[src/rtl/brief_kp_scheduler_if.sv]
`default_nettype none
// ============================================================================
// Module   : brief_kp_scheduler_if
// Purpose  : Bundles the keypoint push port, window-centre feed, BRIEF head
//            and return ports, and the descriptor output port of
//            brief_kp_scheduler.
// Modports : slave  - used by the scheduler (drives o_*, samples i_*)
//            master - used by the surrounding logic / testbench
// Options  : BRIEF_SCHED_STATS_EN adds o_stale_cnt, o_ovf_cnt, o_spur_cnt
// Revision : 1.0 - initial release
// ============================================================================
interface brief_kp_scheduler_if #(
    parameter int CW = 10,
    parameter int TW = 12
);
    logic                 i_frame_start;
    logic                 i_kp_valid;
    logic                 o_kp_ready;
    logic [CW-1:0]        i_kp_x;
    logic [CW-1:0]        i_kp_y;
    logic [7:0]           i_kp_score;
    logic signed [TW-1:0] i_kp_sin;
    logic signed [TW-1:0] i_kp_cos;
    logic                 i_win_valid;
    logic [CW-1:0]        i_win_x;
    logic [CW-1:0]        i_win_y;
    logic [CW-1:0]        o_brief_coor_x;
    logic [CW-1:0]        o_brief_coor_y;
    logic [7:0]           o_brief_score;
    logic signed [TW-1:0] o_brief_sin;
    logic signed [TW-1:0] o_brief_cos;
    logic                 i_brief_flag;
    logic [CW-1:0]        i_brief_x;
    logic [CW-1:0]        i_brief_y;
    logic [255:0]         i_brief_desc;
    logic [7:0]           i_brief_score;
    logic                 o_desc_valid;
    logic                 i_desc_ready;
    logic [CW-1:0]        o_desc_x;
    logic [CW-1:0]        o_desc_y;
    logic [255:0]         o_desc;
    logic [7:0]           o_desc_score;
    logic                 o_busy;
`ifdef BRIEF_SCHED_STATS_EN
    logic [15:0]          o_stale_cnt;
    logic [15:0]          o_ovf_cnt;
    logic [15:0]          o_spur_cnt;

    modport slave (
        input  i_frame_start, i_kp_valid, i_kp_x, i_kp_y, i_kp_score, i_kp_sin, i_kp_cos,
        input  i_win_valid, i_win_x, i_win_y,
        input  i_brief_flag, i_brief_x, i_brief_y, i_brief_desc, i_brief_score, i_desc_ready,
        output o_kp_ready, o_brief_coor_x, o_brief_coor_y, o_brief_score, o_brief_sin, o_brief_cos,
        output o_desc_valid, o_desc_x, o_desc_y, o_desc, o_desc_score, o_busy,
        output o_stale_cnt, o_ovf_cnt, o_spur_cnt
    );
    modport master (
        output i_frame_start, i_kp_valid, i_kp_x, i_kp_y, i_kp_score, i_kp_sin, i_kp_cos,
        output i_win_valid, i_win_x, i_win_y,
        output i_brief_flag, i_brief_x, i_brief_y, i_brief_desc, i_brief_score, i_desc_ready,
        input  o_kp_ready, o_brief_coor_x, o_brief_coor_y, o_brief_score, o_brief_sin, o_brief_cos,
        input  o_desc_valid, o_desc_x, o_desc_y, o_desc, o_desc_score, o_busy,
        input  o_stale_cnt, o_ovf_cnt, o_spur_cnt
    );
`else
    modport slave (
        input  i_frame_start, i_kp_valid, i_kp_x, i_kp_y, i_kp_score, i_kp_sin, i_kp_cos,
        input  i_win_valid, i_win_x, i_win_y,
        input  i_brief_flag, i_brief_x, i_brief_y, i_brief_desc, i_brief_score, i_desc_ready,
        output o_kp_ready, o_brief_coor_x, o_brief_coor_y, o_brief_score, o_brief_sin, o_brief_cos,
        output o_desc_valid, o_desc_x, o_desc_y, o_desc, o_desc_score, o_busy
    );
    modport master (
        output i_frame_start, i_kp_valid, i_kp_x, i_kp_y, i_kp_score, i_kp_sin, i_kp_cos,
        output i_win_valid, i_win_x, i_win_y,
        output i_brief_flag, i_brief_x, i_brief_y, i_brief_desc, i_brief_score, i_desc_ready,
        input  o_kp_ready, o_brief_coor_x, o_brief_coor_y, o_brief_score, o_brief_sin, o_brief_cos,
        input  o_desc_valid, o_desc_x, o_desc_y, o_desc, o_desc_score, o_busy
    );
`endif
endinterface
`default_nettype wire

[src/rtl/brief_kp_scheduler.sv]
`default_nettype none
// ============================================================================
// Module   : brief_kp_scheduler
// Purpose  : Queues oriented keypoints, presents the FIFO head to the BRIEF
//            stage until the sliding-window centre reaches it (or passes it),
//            and buffers completed descriptors for a valid/ready consumer.
// Ports    : i_clk      - clock
//            i_rst_n    - asynchronous active-low reset
//            bus        - brief_kp_scheduler_if.slave (keypoint push, window,
//                         BRIEF head/return, descriptor output, busy)
// Options  : BRIEF_SCHED_STATS_EN adds saturating stale/overflow/spurious
//            event counters on the interface.
// Revision : 1.0 - initial release
// ============================================================================
module brief_kp_scheduler #(
    parameter int DEPTH = 8,
    parameter int CW    = 10,
    parameter int TW    = 12
) (
    input  wire logic              i_clk,
    input  wire logic              i_rst_n,
    brief_kp_scheduler_if.slave    bus
);
    localparam int c_AW = $clog2(DEPTH);
    localparam int c_EW = 2*CW + 8 + 2*TW;

    typedef enum logic [0:0] {
        S_IDLE = 1'b0,
        S_WAIT = 1'b1
    } state_t;

    state_t             r_state;
    state_t             w_state_nxt;
    logic [c_EW-1:0]    r_mem [DEPTH];
    logic [c_AW-1:0]    r_wr_ptr;
    logic [c_AW-1:0]    r_rd_ptr;
    logic [c_AW:0]      r_count;
    logic [c_AW:0]      w_count_nxt;
    logic [2:0]         r_inflight;
    logic               r_desc_valid;
    logic [CW-1:0]      r_desc_x;
    logic [CW-1:0]      r_desc_y;
    logic [255:0]       r_desc;
    logic [7:0]         r_desc_score;

    logic [CW-1:0]      w_hx;
    logic [CW-1:0]      w_hy;
    logic [7:0]         w_hscore;
    logic [TW-1:0]      w_hsin;
    logic [TW-1:0]      w_hcos;
    logic               w_push_acc;
    logic               w_push_wr;
    logic               w_match;
    logic               w_stale;
    logic               w_pop;
    logic               w_flag_ok;
    logic               w_spur;
    logic               w_ovf;

    assign {w_hx, w_hy, w_hscore, w_hsin, w_hcos} = r_mem[r_rd_ptr];

    assign bus.o_kp_ready = (r_count != (c_AW+1)'(DEPTH));
    // Frame start overrides push and pop in the same cycle.
    assign w_push_acc = bus.i_kp_valid && bus.o_kp_ready && !bus.i_frame_start;
    // Coordinate 0 is never matched by BRIEF, so such keypoints are swallowed.
    assign w_push_wr  = w_push_acc && (bus.i_kp_x != '0) && (bus.i_kp_y != '0);

    assign w_match = (r_state == S_WAIT) && !bus.i_frame_start && bus.i_win_valid &&
                     (bus.i_win_x == w_hx) && (bus.i_win_y == w_hy);
    // Window has passed the head in raster order: it can never match now.
    assign w_stale = (r_state == S_WAIT) && !bus.i_frame_start && bus.i_win_valid &&
                     ((bus.i_win_y > w_hy) || ((bus.i_win_y == w_hy) && (bus.i_win_x > w_hx)));
    assign w_pop   = w_match || w_stale;

    assign w_flag_ok = bus.i_brief_flag && !bus.i_frame_start && (r_inflight != 3'd0);
    assign w_spur    = bus.i_brief_flag && !bus.i_frame_start && (r_inflight == 3'd0);
    assign w_ovf     = w_flag_ok && r_desc_valid && !bus.i_desc_ready;

    always_comb begin
        w_count_nxt = r_count + (c_AW+1)'(w_push_wr) - (c_AW+1)'(w_pop);
        if (bus.i_frame_start) begin
            w_count_nxt = '0;
        end
    end

    // Next-state and BRIEF head outputs.
    always_comb begin
        w_state_nxt        = r_state;
        bus.o_brief_coor_x = '0;
        bus.o_brief_coor_y = '0;
        bus.o_brief_score  = '0;
        bus.o_brief_sin    = '0;
        bus.o_brief_cos    = '0;
        case (r_state)
            S_IDLE: begin
                if (w_push_wr) begin
                    w_state_nxt = S_WAIT;
                end
            end
            S_WAIT: begin
                bus.o_brief_coor_x = w_hx;
                bus.o_brief_coor_y = w_hy;
                bus.o_brief_score  = w_hscore;
                bus.o_brief_sin    = w_hsin;
                bus.o_brief_cos    = w_hcos;
                if (w_count_nxt == '0) begin
                    w_state_nxt = S_IDLE;
                end
            end
            default: w_state_nxt = S_IDLE;
        endcase
        if (bus.i_frame_start) begin
            w_state_nxt = S_IDLE;
        end
    end

    always_ff @(posedge i_clk or negedge i_rst_n) begin
        if (!i_rst_n) begin
            r_state <= S_IDLE;
        end else begin
            r_state <= w_state_nxt;
        end
    end

    // Storage needs no reset: contents are only observed while count != 0.
    always_ff @(posedge i_clk) begin
        if (w_push_wr) begin
            r_mem[r_wr_ptr] <= {bus.i_kp_x, bus.i_kp_y, bus.i_kp_score, bus.i_kp_sin, bus.i_kp_cos};
        end
    end

    always_ff @(posedge i_clk or negedge i_rst_n) begin
        if (!i_rst_n) begin
            r_wr_ptr   <= '0;
            r_rd_ptr   <= '0;
            r_count    <= '0;
            r_inflight <= 3'd0;
        end else begin
            r_count <= w_count_nxt;
            if (bus.i_frame_start) begin
                r_wr_ptr   <= '0;
                r_rd_ptr   <= '0;
                r_inflight <= 3'd0;
            end else begin
                if (w_push_wr) r_wr_ptr <= r_wr_ptr + 1'b1;
                if (w_pop)     r_rd_ptr <= r_rd_ptr + 1'b1;
                if (w_match && !w_flag_ok && (r_inflight != 3'd7)) begin
                    r_inflight <= r_inflight + 3'd1;
                end else if (!w_match && w_flag_ok) begin
                    r_inflight <= r_inflight - 3'd1;
                end
            end
        end
    end

    // Single-entry descriptor holding register; a flag that finds it
    // occupied and not being drained is lost.
    always_ff @(posedge i_clk or negedge i_rst_n) begin
        if (!i_rst_n) begin
            r_desc_valid <= 1'b0;
            r_desc_x     <= '0;
            r_desc_y     <= '0;
            r_desc       <= '0;
            r_desc_score <= '0;
        end else if (bus.i_frame_start) begin
            r_desc_valid <= 1'b0;
        end else if (w_flag_ok && !w_ovf) begin
            r_desc_valid <= 1'b1;
            r_desc_x     <= bus.i_brief_x;
            r_desc_y     <= bus.i_brief_y;
            r_desc       <= bus.i_brief_desc;
            r_desc_score <= bus.i_brief_score;
        end else if (bus.i_desc_ready) begin
            r_desc_valid <= 1'b0;
        end
    end

    assign bus.o_desc_valid = r_desc_valid;
    assign bus.o_desc_x     = r_desc_x;
    assign bus.o_desc_y     = r_desc_y;
    assign bus.o_desc       = r_desc;
    assign bus.o_desc_score = r_desc_score;
    assign bus.o_busy       = (r_count != '0) || (r_inflight != 3'd0) || r_desc_valid;

`ifdef BRIEF_SCHED_STATS_EN
    logic [15:0] r_stale_cnt;
    logic [15:0] r_ovf_cnt;
    logic [15:0] r_spur_cnt;

    always_ff @(posedge i_clk or negedge i_rst_n) begin
        if (!i_rst_n) begin
            r_stale_cnt <= '0;
            r_ovf_cnt   <= '0;
            r_spur_cnt  <= '0;
        end else begin
            if (w_stale && (r_stale_cnt != 16'hFFFF)) r_stale_cnt <= r_stale_cnt + 16'd1;
            if (w_ovf   && (r_ovf_cnt   != 16'hFFFF)) r_ovf_cnt   <= r_ovf_cnt   + 16'd1;
            if (w_spur  && (r_spur_cnt  != 16'hFFFF)) r_spur_cnt  <= r_spur_cnt  + 16'd1;
        end
    end

    assign bus.o_stale_cnt = r_stale_cnt;
    assign bus.o_ovf_cnt   = r_ovf_cnt;
    assign bus.o_spur_cnt  = r_spur_cnt;
`endif

endmodule
`default_nettype wire

[src/flat_wrapper.sv]
// flat-port wrapper written by rule: the top's interface ports become plain ports
module brief_kp_scheduler_flat 
#(
    parameter int DEPTH = 8,
    parameter int CW    = 10,
    parameter int TW    = 12
)
  (i_clk, i_rst_n, bus_i_frame_start, bus_i_kp_valid, bus_i_kp_x, bus_i_kp_y, bus_i_kp_score, bus_i_kp_sin, bus_i_kp_cos, bus_i_win_valid, bus_i_win_x, bus_i_win_y, bus_i_brief_flag, bus_i_brief_x, bus_i_brief_y, bus_i_brief_desc, bus_i_brief_score, bus_i_desc_ready, bus_o_kp_ready, bus_o_brief_coor_x, bus_o_brief_coor_y, bus_o_brief_score, bus_o_brief_sin, bus_o_brief_cos, bus_o_desc_valid, bus_o_desc_x, bus_o_desc_y, bus_o_desc, bus_o_desc_score, bus_o_busy);
  brief_kp_scheduler_if #(.CW(CW), .TW(TW)) bus_i ();
  input  wire logic i_clk;
  input  wire logic i_rst_n;
  input wire logic [$bits(bus_i.i_frame_start)-1:0] bus_i_frame_start;
  input wire logic [$bits(bus_i.i_kp_valid)-1:0] bus_i_kp_valid;
  input wire logic [$bits(bus_i.i_kp_x)-1:0] bus_i_kp_x;
  input wire logic [$bits(bus_i.i_kp_y)-1:0] bus_i_kp_y;
  input wire logic [$bits(bus_i.i_kp_score)-1:0] bus_i_kp_score;
  input wire logic [$bits(bus_i.i_kp_sin)-1:0] bus_i_kp_sin;
  input wire logic [$bits(bus_i.i_kp_cos)-1:0] bus_i_kp_cos;
  input wire logic [$bits(bus_i.i_win_valid)-1:0] bus_i_win_valid;
  input wire logic [$bits(bus_i.i_win_x)-1:0] bus_i_win_x;
  input wire logic [$bits(bus_i.i_win_y)-1:0] bus_i_win_y;
  input wire logic [$bits(bus_i.i_brief_flag)-1:0] bus_i_brief_flag;
  input wire logic [$bits(bus_i.i_brief_x)-1:0] bus_i_brief_x;
  input wire logic [$bits(bus_i.i_brief_y)-1:0] bus_i_brief_y;
  input wire logic [$bits(bus_i.i_brief_desc)-1:0] bus_i_brief_desc;
  input wire logic [$bits(bus_i.i_brief_score)-1:0] bus_i_brief_score;
  input wire logic [$bits(bus_i.i_desc_ready)-1:0] bus_i_desc_ready;
  output wire logic [$bits(bus_i.o_kp_ready)-1:0] bus_o_kp_ready;
  output wire logic [$bits(bus_i.o_brief_coor_x)-1:0] bus_o_brief_coor_x;
  output wire logic [$bits(bus_i.o_brief_coor_y)-1:0] bus_o_brief_coor_y;
  output wire logic [$bits(bus_i.o_brief_score)-1:0] bus_o_brief_score;
  output wire logic [$bits(bus_i.o_brief_sin)-1:0] bus_o_brief_sin;
  output wire logic [$bits(bus_i.o_brief_cos)-1:0] bus_o_brief_cos;
  output wire logic [$bits(bus_i.o_desc_valid)-1:0] bus_o_desc_valid;
  output wire logic [$bits(bus_i.o_desc_x)-1:0] bus_o_desc_x;
  output wire logic [$bits(bus_i.o_desc_y)-1:0] bus_o_desc_y;
  output wire logic [$bits(bus_i.o_desc)-1:0] bus_o_desc;
  output wire logic [$bits(bus_i.o_desc_score)-1:0] bus_o_desc_score;
  output wire logic [$bits(bus_i.o_busy)-1:0] bus_o_busy;
  assign bus_i.i_frame_start = bus_i_frame_start;
  assign bus_i.i_kp_valid = bus_i_kp_valid;
  assign bus_i.i_kp_x = bus_i_kp_x;
  assign bus_i.i_kp_y = bus_i_kp_y;
  assign bus_i.i_kp_score = bus_i_kp_score;
  assign bus_i.i_kp_sin = bus_i_kp_sin;
  assign bus_i.i_kp_cos = bus_i_kp_cos;
  assign bus_i.i_win_valid = bus_i_win_valid;
  assign bus_i.i_win_x = bus_i_win_x;
  assign bus_i.i_win_y = bus_i_win_y;
  assign bus_i.i_brief_flag = bus_i_brief_flag;
  assign bus_i.i_brief_x = bus_i_brief_x;
  assign bus_i.i_brief_y = bus_i_brief_y;
  assign bus_i.i_brief_desc = bus_i_brief_desc;
  assign bus_i.i_brief_score = bus_i_brief_score;
  assign bus_i.i_desc_ready = bus_i_desc_ready;
  assign bus_o_kp_ready = bus_i.o_kp_ready;
  assign bus_o_brief_coor_x = bus_i.o_brief_coor_x;
  assign bus_o_brief_coor_y = bus_i.o_brief_coor_y;
  assign bus_o_brief_score = bus_i.o_brief_score;
  assign bus_o_brief_sin = bus_i.o_brief_sin;
  assign bus_o_brief_cos = bus_i.o_brief_cos;
  assign bus_o_desc_valid = bus_i.o_desc_valid;
  assign bus_o_desc_x = bus_i.o_desc_x;
  assign bus_o_desc_y = bus_i.o_desc_y;
  assign bus_o_desc = bus_i.o_desc;
  assign bus_o_desc_score = bus_i.o_desc_score;
  assign bus_o_busy = bus_i.o_busy;
  brief_kp_scheduler #(.DEPTH(DEPTH), .CW(CW), .TW(TW)) u_core (.i_clk(i_clk), .i_rst_n(i_rst_n), .bus(bus_i));
endmodule
[config.mk]
export PLATFORM = sky130hd
export DESIGN_NAME = brief_kp_scheduler_flat
export DESIGN_NICKNAME = d
export VERILOG_FILES = /design/src/rtl/brief_kp_scheduler_if.sv /design/src/rtl/brief_kp_scheduler.sv /design/src/flat_wrapper.sv
export SDC_FILE = /design/constraint.sdc
export NUM_CORES = 1
export LEC_CHECK = 0
export ABC_CLOCK_PERIOD_IN_PS = 11500
export CORE_AREA = 2 2 277 279
export DETAILED_ROUTE_END_ITERATION = 7
export DIE_AREA = 0 0 279 281
export PLACE_DENSITY = 0.62
export SYNTH_ARGS = -nofsm -noshare
export SYNTH_HDL_FRONTEND = slang
export SYNTH_SLANG_ARGS = --single-unit
[constraint.sdc]
create_clock -name i_clk -period 11.5 [get_ports i_clk]
set_input_delay 1.725 -clock i_clk [delete_from_list [all_inputs] [get_ports i_clk]]
set_output_delay 1.725 -clock i_clk [all_outputs]
set_load 0.01 [all_outputs]
* Word level (Yosys, flattened, before mapping)
Memories as Yosys holds them, arrays and structs flattened. Index checks and enable logic that the tools add are counted.
Cells by class: magnitude comparators 2, $add $sub $neg 6, muxes and demuxes 21, eq/ne operators 4, reduce and logical (&&, ||, !) cells 37, bitwise operators 2
Operators with widths (number):
- 12-bit two-way mux | 2
- 3-bit two-way mux | 7
- 10-bit == test | 2
- 10-bit greater-than comparator | 2
- 10-bit two-way mux | 2
- 10-bit nonzero test | 2
- 1-bit logical AND | 18
- 3-bit by 1-bit adder with 3-bit output (second input constant) | 3
- 3-bit nonzero test | 3
- 8-bit two-way mux | 1
- 1-bit two-way mux | 7
- 1-bit logical NOT | 5
- 4-bit by 1-bit adder with 4-bit output | 1
- 4-bit logical NOT | 1
- 1-bit logical OR | 4
- 4-bit two-way mux | 1
- 4-bit != test (second input constant) | 1
- 2-bit nonzero test | 2
- 4-bit nonzero test | 1
- 4-bit by 1-bit subtractor with 4-bit output | 1
- 3-bit != test (second input constant) | 1
- 3-bit by 1-bit subtractor with 3-bit output (second input constant) | 1
- 1-bit inverter | 2
- 1-bit case mux with 2 select lines | 1
- 2-bit AND reduction | 1
Storage, ports and cells: register bits after elaboration 299, input port bits 363, bits in writable memories 416, memories kept 1
Memory list:
- u_core.r_mem | words 8, width 52, read ports 1, clocked after Yosys merged registers in 0, write ports 1, RTL line brief_kp_scheduler.sv:34 | logic [c_EW-1:0] r_mem [DEPTH];

* Depth between registers and ports, before layout
Gate-level depths: netlist (run 1).
word-level depth 12, gate-level depth with buffers 18, gate-level depth less buffers 16

* Worst setup path before layout (run 1)
Ideal clock, no wire load.
path kind in2reg, from input bus_i_frame_start, to memory u_core.r_mem[0][0] (netlist bit) (enable), data required time 10.963 ns, slack 4.631 ns, stages 6, arrival time 6.332 ns, library setup time 0.537 ns, path through buf_4 > nor2b_1 > and4_1 > buf_2 > nor2b_1 > nor3b_1
Between the ends: cells in the longest elaborated chain, start to end 6
Ends and longest elaborated chain:
- from (decl) | RTL line flat_wrapper.sv:12 | input wire logic [$bits(bus_i.i_frame_start)-1:0] bus_i_frame_start;
- 1-bit logical NOT | RTL line brief_kp_scheduler.sv:64 | assign w_push_acc = bus.i_kp_valid && bus.o_kp_ready && !bus.i_frame_start;
- 1-bit logical AND | RTL line brief_kp_scheduler.sv:64
- 1-bit logical AND (2 in a row) | RTL line brief_kp_scheduler.sv:66 | assign w_push_wr = w_push_acc && (bus.i_kp_x != '0) && (bus.i_kp_y != '0);
- 1-bit two-way mux | RTL line brief_kp_scheduler.sv:127 | if (w_push_wr) begin
- 1-bit two-way mux (implied by the code) | RTL line brief_kp_scheduler.sv:128 | r_mem[r_wr_ptr] <= {bus.i_kp_x, bus.i_kp_y, bus.i_kp_score, bus.i_kp_sin, bus.i_kp_cos};
- to (decl) | RTL line brief_kp_scheduler.sv:34
Every way passes these cells.

* Final worst setup path (run 1)
from register u_core.r_rd_ptr[0], to output bus_o_brief_score[3]
Between the ends: cells in the longest elaborated chain, start to end 2
Ends and longest elaborated chain:
- from (decl) | RTL line brief_kp_scheduler.sv:36 | logic [c_AW-1:0] r_rd_ptr;
- from (signal assigned) | RTL line brief_kp_scheduler.sv:146 | if (w_pop) r_rd_ptr <= r_rd_ptr + 1'b1;
- memory 8 x 52 bit
- 8-bit two-way mux | RTL line brief_kp_scheduler.sv:94 | case (r_state)
- to (decl) | RTL line flat_wrapper.sv:31 | output wire logic [$bits(bus_i.o_brief_score)-1:0] bus_o_brief_score;
Every way passes these cells.

==> results.cfg, run 1 <==
[logic_synthesis]
ys_top_cells_by_area = edfxtp_1 45%, dfrtp_1 27%, mux4_2 8.4%
synthesis.nets = 1819
syn-mean-instance-area_um2 = 19.5
yosysWarnings = 0
seq_area_frac_synth = 0.719
synthCells = 1426
synth-seq-cells = 715
synth_top_area_cell = edfxtp_1
synth_top_cell_area_share = 0.450
synth_cell_types = 46
syn_area_um2 = 27800

[critical_path]
critPathCaptureType = output port
path_max_fanout = 48
rr_worst_depth = 16
required_ns = 9.78
reg2reg_from = u_core.r_rd_ptr[1]
worstSetupPathType = reg -> out
rr_endpoint = u_core.r_state
r2r_slack_ns = 6.31
startpoint_type = register
critical_path_arrival_ns = 4.45

[pwr]
p_leak_nw = 13.9
peakVddDrop_mv = 0.126
pwr_density_cell_nw_per_um2 = 241

[clock_network]
cts_max_level = 3
cts.sinks = 715
root_buffer = clkbuf_16
cts_hold_buffers = 0
cts_buffer_depth = 3
cts_buffers = 79
cts_resized = 0
cts_setup_buffers = 0
cts_tree = done
insertion_delay_ns = 0.64
clk_pin_slew_worst_paths_ns = 0.06

[floorplan]
die_w_um = 279
fp.dieH_um = 281
start_util = 0.368
core_um2 = 75400
io_pins = 702
rows = 101
dieArea_um2 = 78400

[global_routing]
grt_pass1_vias = 16800
overflow = 0
gr-usage-all-layers = 0.248
grt_pass1_wl_mm = 134
antenna_found_initial = 39
grt_max_degree = 173

[timing]
worst_pin_slew_ns = 1.15
slew_viol_final = 0
finClkSkew_ns = 0.0270
tns_ns = 0
timing.final.crit_share = 0.537
slew_headroom = 0.232
setup_ws_ns = 5.33
hold_ws_ns = 0.485
hold_viol = 0
setup_viol = 0
rsz0062_at_grt = no
min_period_ns = 6.17
fmax_mhz = 162

[place]
portBuffers = 701
dp_hpwl_mm = 72.1
place_ws_ns = 5.86
gp_congestion = 0.919

[drt]
wl_per_cell_um = 30.9
firstDrtPassIters = 4
num_vias = 16300
drc_errors = 0
wl_mm = 98.9
viasPerCell = 5.08
drt_iter0_drc = 1014
detail-route-antenna-nets = 0

[worst_hold_path]
hold_path_end = u_core.bus.o_desc[167]
hp-start = u_core.bus.o_desc[167]
min_path_cells = 1
hp-class = reg -> reg

[flow_run]
maxCapViolCount = 0

[layout]
nNetsFinal = 2551
drive_above_1_share = 0.158
synthToLayoutAreaGrowth_pct = 39.7

[run_status]
status = finished clean
## registers in the layout, indices dropped and copies added (netlist names)
register	cells
u_core.r_mem	416
u_core.bus.o_desc	256
u_core.bus.o_desc_x	10
u_core.bus.o_desc_y	10
u_core.bus.o_desc_score	8
u_core.r_count	4
u_core.r_inflight	3
u_core.r_rd_ptr	3
u_core.r_wr_ptr	3
u_core.bus.o_desc_valid	1
u_core.r_state	1
## power breakdown
part           internal (W)  total (W)  switching, W  leakage (nW)
Combinational       0.00155    0.00296       0.00141          5.19
Clock               0.00168    0.00276       0.00108          1.39
Sequential          0.00328    0.00363      0.000347          7.34
Total               0.00651    0.00934       0.00283          13.9
## critical path: stages (launching register included)
cell             delay (ns)
dfrtp_4                0.61
buf_4                  0.79
buf_4                  0.88
mux4_2                 0.60
mux2i_1                0.21
nor2b_1                0.13
clkdlybuf4s50_1        0.50
## area by class of cell
class | instances | area, um^2
tap | 978 | 1220
inverter | 10 | 37.5
antenna | 4 | 10.0
clock inverter | 44 | 726
sequential | 715 | 20000
clock buffer | 99 | 2140
multi-input combinational | 630 | 7480
timing repair buffer | 722 | 7190
fill | 6106 | 36600
## per-layer routing
| metal | share of wire | vias to the layer above | GRT usage |
|---|---|---|---|
| met3 | 0.097 | 231 | 0.0998 |
| met1 | 0.38 | 8336 | 0.299 |
| met4 | 0.067 | 42 | 0.151 |
| met5 | 0.0024 | - | 0 |
| met2 | 0.45 | 658 | 0.373 |
| li1 | - | 6988 | - |
## worst max-delay path by stage
| stage | from | endpoint | slack, ns |
|---|---|---|---|
| global placement | u_core.r_rd_ptr[0] | bus_o_brief_cos[5] | 5.95 |
| floorplan | bus_i_frame_start | u_core.r_mem[0][0] | 4.63 |
| finish | u_core.r_rd_ptr[0] | bus_o_brief_score[3] | 5.33 |
| global route | u_core.r_rd_ptr[0] | bus_o_brief_score[5] | 4.97 |
| CTS | u_core.r_rd_ptr[0] | bus_o_brief_score[5] | 5.18 |
| detailed placement | u_core.r_rd_ptr[0] | bus_o_brief_score[5] | 5.86 |
## cell usage in the layout, fill, tap and decap left out, drive strengths merged, types with 5 or more instances in the layout
cell type,instances
nor2b,58
nand2,7
clkdlybuf4s50,700
bufinv,15
dfrtp,299
mux2,288
a21oi,12
buf,22
mux4,104
inv,14
nor2,20
edfxtp,416
o21ai,5
clkinv,21
nand2b,6
clkbuf,99
mux2i,51
ha,28
## kinds of logic after synthesis
family,after synthesis,synth area share
AOI/OAI and AO/OA,31,0.00689
xor gates and xnor gates,5,0.00158
adders and majority gates,30,0.0141
buffers and inverters,81,0.0134
DFF,715,0.719
muxes,443,0.219
and+or+nand+nor,121,0.0256
## Yosys cell counts, drive strengths merged
library cell  count
a211oi            2
a21boi            1
a21o              2
a21oi            12
a31oi             3
a32o              1
and2              2
and3              1
and3b             3
and4              1
buf              51
clkbuf           20
dfrtp           299
edfxtp          416
fa                2
ha               28
inv              10
mux2            288
mux2i            51
mux4            104
nand2             7
nand2b            6
nand3             3
nand3b            1
nand4             4
nand4b            1
nor2             20
nor2b            58
nor3              4
nor3b             4
nor4              4
o21ai             5
o21bai            1
o22a              1
o22ai             2
o311a             1
or3               2
xnor2             4
xor2              1
## through the flow
stage	total power, W	area (um^2)	cells	utilization
floorplan	0.00465	27800	1426	-
global placement	0.00662	35900	3055	0.476
detailed placement	0.00665	35900	3055	0.476
CTS	0.00944	38800	3198	0.514
global route	0.00970	38800	3201	0.514
finish	0.00934	38800	3202	0.514
No activity file was read; power rests on OpenSTA's default activity.
==> run 2, diff against run 1 <==
--- a/config.mk
+++ b/config.mk
@@ -5,11 +5,11 @@
 export SDC_FILE = /design/constraint.sdc
 export NUM_CORES = 1
 export LEC_CHECK = 0
-export ABC_CLOCK_PERIOD_IN_PS = 11500
-export CORE_AREA = 2 2 277 279
+export ABC_CLOCK_PERIOD_IN_PS = 5900
+export CORE_AREA = 2 2 271 273
 export DETAILED_ROUTE_END_ITERATION = 7
-export DIE_AREA = 0 0 279 281
-export PLACE_DENSITY = 0.62
+export DIE_AREA = 0 0 273 275
+export PLACE_DENSITY = 0.64
 export SYNTH_ARGS = -nofsm -noshare
 export SYNTH_HDL_FRONTEND = slang
 export SYNTH_SLANG_ARGS = --single-unit
==> constraint.sdc (replaced) <==
create_clock -name i_clk -period 5.9 [get_ports i_clk]
set_input_delay 0.885 -clock i_clk [delete_from_list [all_inputs] [get_ports i_clk]]
set_output_delay 0.885 -clock i_clk [all_outputs]
set_load 0.01 [all_outputs]
==> results.cfg, run 2 (same netlist as run 1, synthesis figures left out) <==
[run_status]
status = finished clean

[timing]
finClkSkew_ns = 0.0151
slew_headroom = 0.345
setup_viol = 0
slew_viol_final = 0
hold_viol = 0
min_period_ns = 5.29
hold_ws_ns = 0.265
rsz0062_at_grt = no
setup_ws_ns = 0.615
timing.final.crit_share = 0.896
fmax_mhz = 189
worst_pin_slew_ns = 0.982

[place]
dp_hpwl_mm = 69.5
portBuffers = 701
placed_area_um2 = 36000
place_ws_ns = 1.14
gp_congestion = 0.894

[clock_network]
cts_setup_buffers = 0
cts_hold_buffers = 0
clk_pin_slew_worst_paths_ns = 0.06
cts.sinks = 715
cts_max_level = 3
cts_buffers = 79
cts_tree = done
insertion_delay_ns = 0.62
cts_buffer_depth = 3
cts_resized = 0
root_buffer = clkbuf_16

[drt]
wl_per_cell_um = 30.2
wl_mm = 96.1
viasPerCell = 5.02
num_vias = 16000
detail-route-antenna-nets = 0
firstDrtPassIters = 5
drc_errors = 0
drt_iter0_drc = 1210

[critical_path]
worstSetupPathType = reg -> out
path_max_fanout = 40
critical_path_arrival_ns = 4.40
startpoint_type = register
required_ns = 5.02
critPathCaptureType = output port

[worst_hold_path]
hp-class = in -> async

[pwr]
p_leak_nw = 13.9
peakVddDrop_mv = 0.350
switching_share = 0.301
p_clk_frac = 0.289
pwr_density_cell_nw_per_um2 = 464
p_comb_frac = 0.323
total_power_w = 0.0180
p_int_w = 0.0126
seqPwrFrac = 0.389
switching_power_w = 0.00541

[floorplan]
core_um2 = 72300
io_pins = 702
dieArea_um2 = 75100
fp.dieH_um = 275
start_util = 0.384
die_w_um = 273
rows = 99

[layout]
layout.area.seq_um2 = 20000
multi_input_area_um2 = 7480
mostFrequentLayoutCells = 700 x clkdlybuf4s50_1, 416 x edfxtp_1, 295 x dfrtp_1
synthToLayoutAreaGrowth_pct = 39.4
final_area_um2 = 38700
nFillCells = 5781
nNetsFinal = 2554
fin_util = 0.535
largest_register = u_core.r_mem
drive_above_1_share = 0.159
final_common_cell = clkdlybuf4s50_1
largest_reg_flops = 416

[global_routing]
antenna_found_initial = 23
overflow = 0
grt_max_degree = 164
gr-usage-all-layers = 0.250
grt_pass1_wl_mm = 131
grt_pass1_vias = 16800

[flow_run]
maxCapViolCount = 0
-- run 2: final cells by class --
| class | instances | share of cell area |
|---|---|---|
| flip-flops and latches | 715 | 0.516 |
| multi-input cells | 630 | 0.193 |
| repair buffers | 725 | 0.188 |
| clock buffers | 103 | 0.0565 |
| well taps | 959 | 0.0310 |
| clock inverters | 43 | 0.0147 |
| inverters | 10 | 0.000969 |
| diodes | 3 | 0.000194 |
-- run 2: path summary, 6_finish.rpt --
path / slack (ns) / from / cells past startpoint / end
hold reg to reg: 0.48 / u_core.bus.o_desc[199] / 1 / u_core.bus.o_desc[199]
setup reg to reg: 1.38 / u_core.r_rd_ptr[0] / 15 / u_core.r_state
hold / removal: 0.26 / i_rst_n / 1 / u_core.bus.o_desc[39]
min in group i_clk: 0.48 / u_core.bus.o_desc[199] / 1 / u_core.bus.o_desc[199]
max in group asynchronous: 4.35 / i_rst_n / 2 / u_core.bus.o_desc[224]
setup / recovery: 0.61 / u_core.r_rd_ptr[0] / 6 / bus_o_brief_sin[5]
-- run 2: per-stage QoR --
step	TNS, ns	instances
4_1_cts	0	3185
5_1_grt	0	3187
2_1_floorplan	-2.83	1426
3_3_place_gp	0	3039
6_report	0	3188
3_5_place_dp	0	3039
-- run 2: routing by layer --
| metal | GRT usage | part of all wire | vias to the layer above | wire length (um) |
|---|---|---|---|---|
| met5 | 0 | 0.0021 | - | 198 |
| met4 | 0.0890 | 0.034 | 34 | 3290 |
| met3 | 0.119 | 0.11 | 163 | 10400 |
| met2 | 0.387 | 0.46 | 541 | 44600 |
| met1 | 0.306 | 0.39 | 8294 | 37700 |
| li1 | - | - | 6981 | - |
-- run 2: critical path, cell delays in order, from the launching register on --
cell and delay, ns:
dfrtp_4 0.94, buf_4 0.67, buf_4 0.65, mux4_2 0.58
mux2i_1 0.29, nor2b_1 0.08, clkdlybuf4s50_1 0.48
-- run 2: power by group through the flow --
stage                     registers, W  logic, W  clock network [W]
after CTS                      0.00697   0.00589            0.00531
after floorplan                0.00744   0.00162                  0
after global routing           0.00711   0.00608            0.00550
final                          0.00698   0.00580            0.00519
after detailed placement       0.00705   0.00584                  0
after global placement         0.00702   0.00582                  0
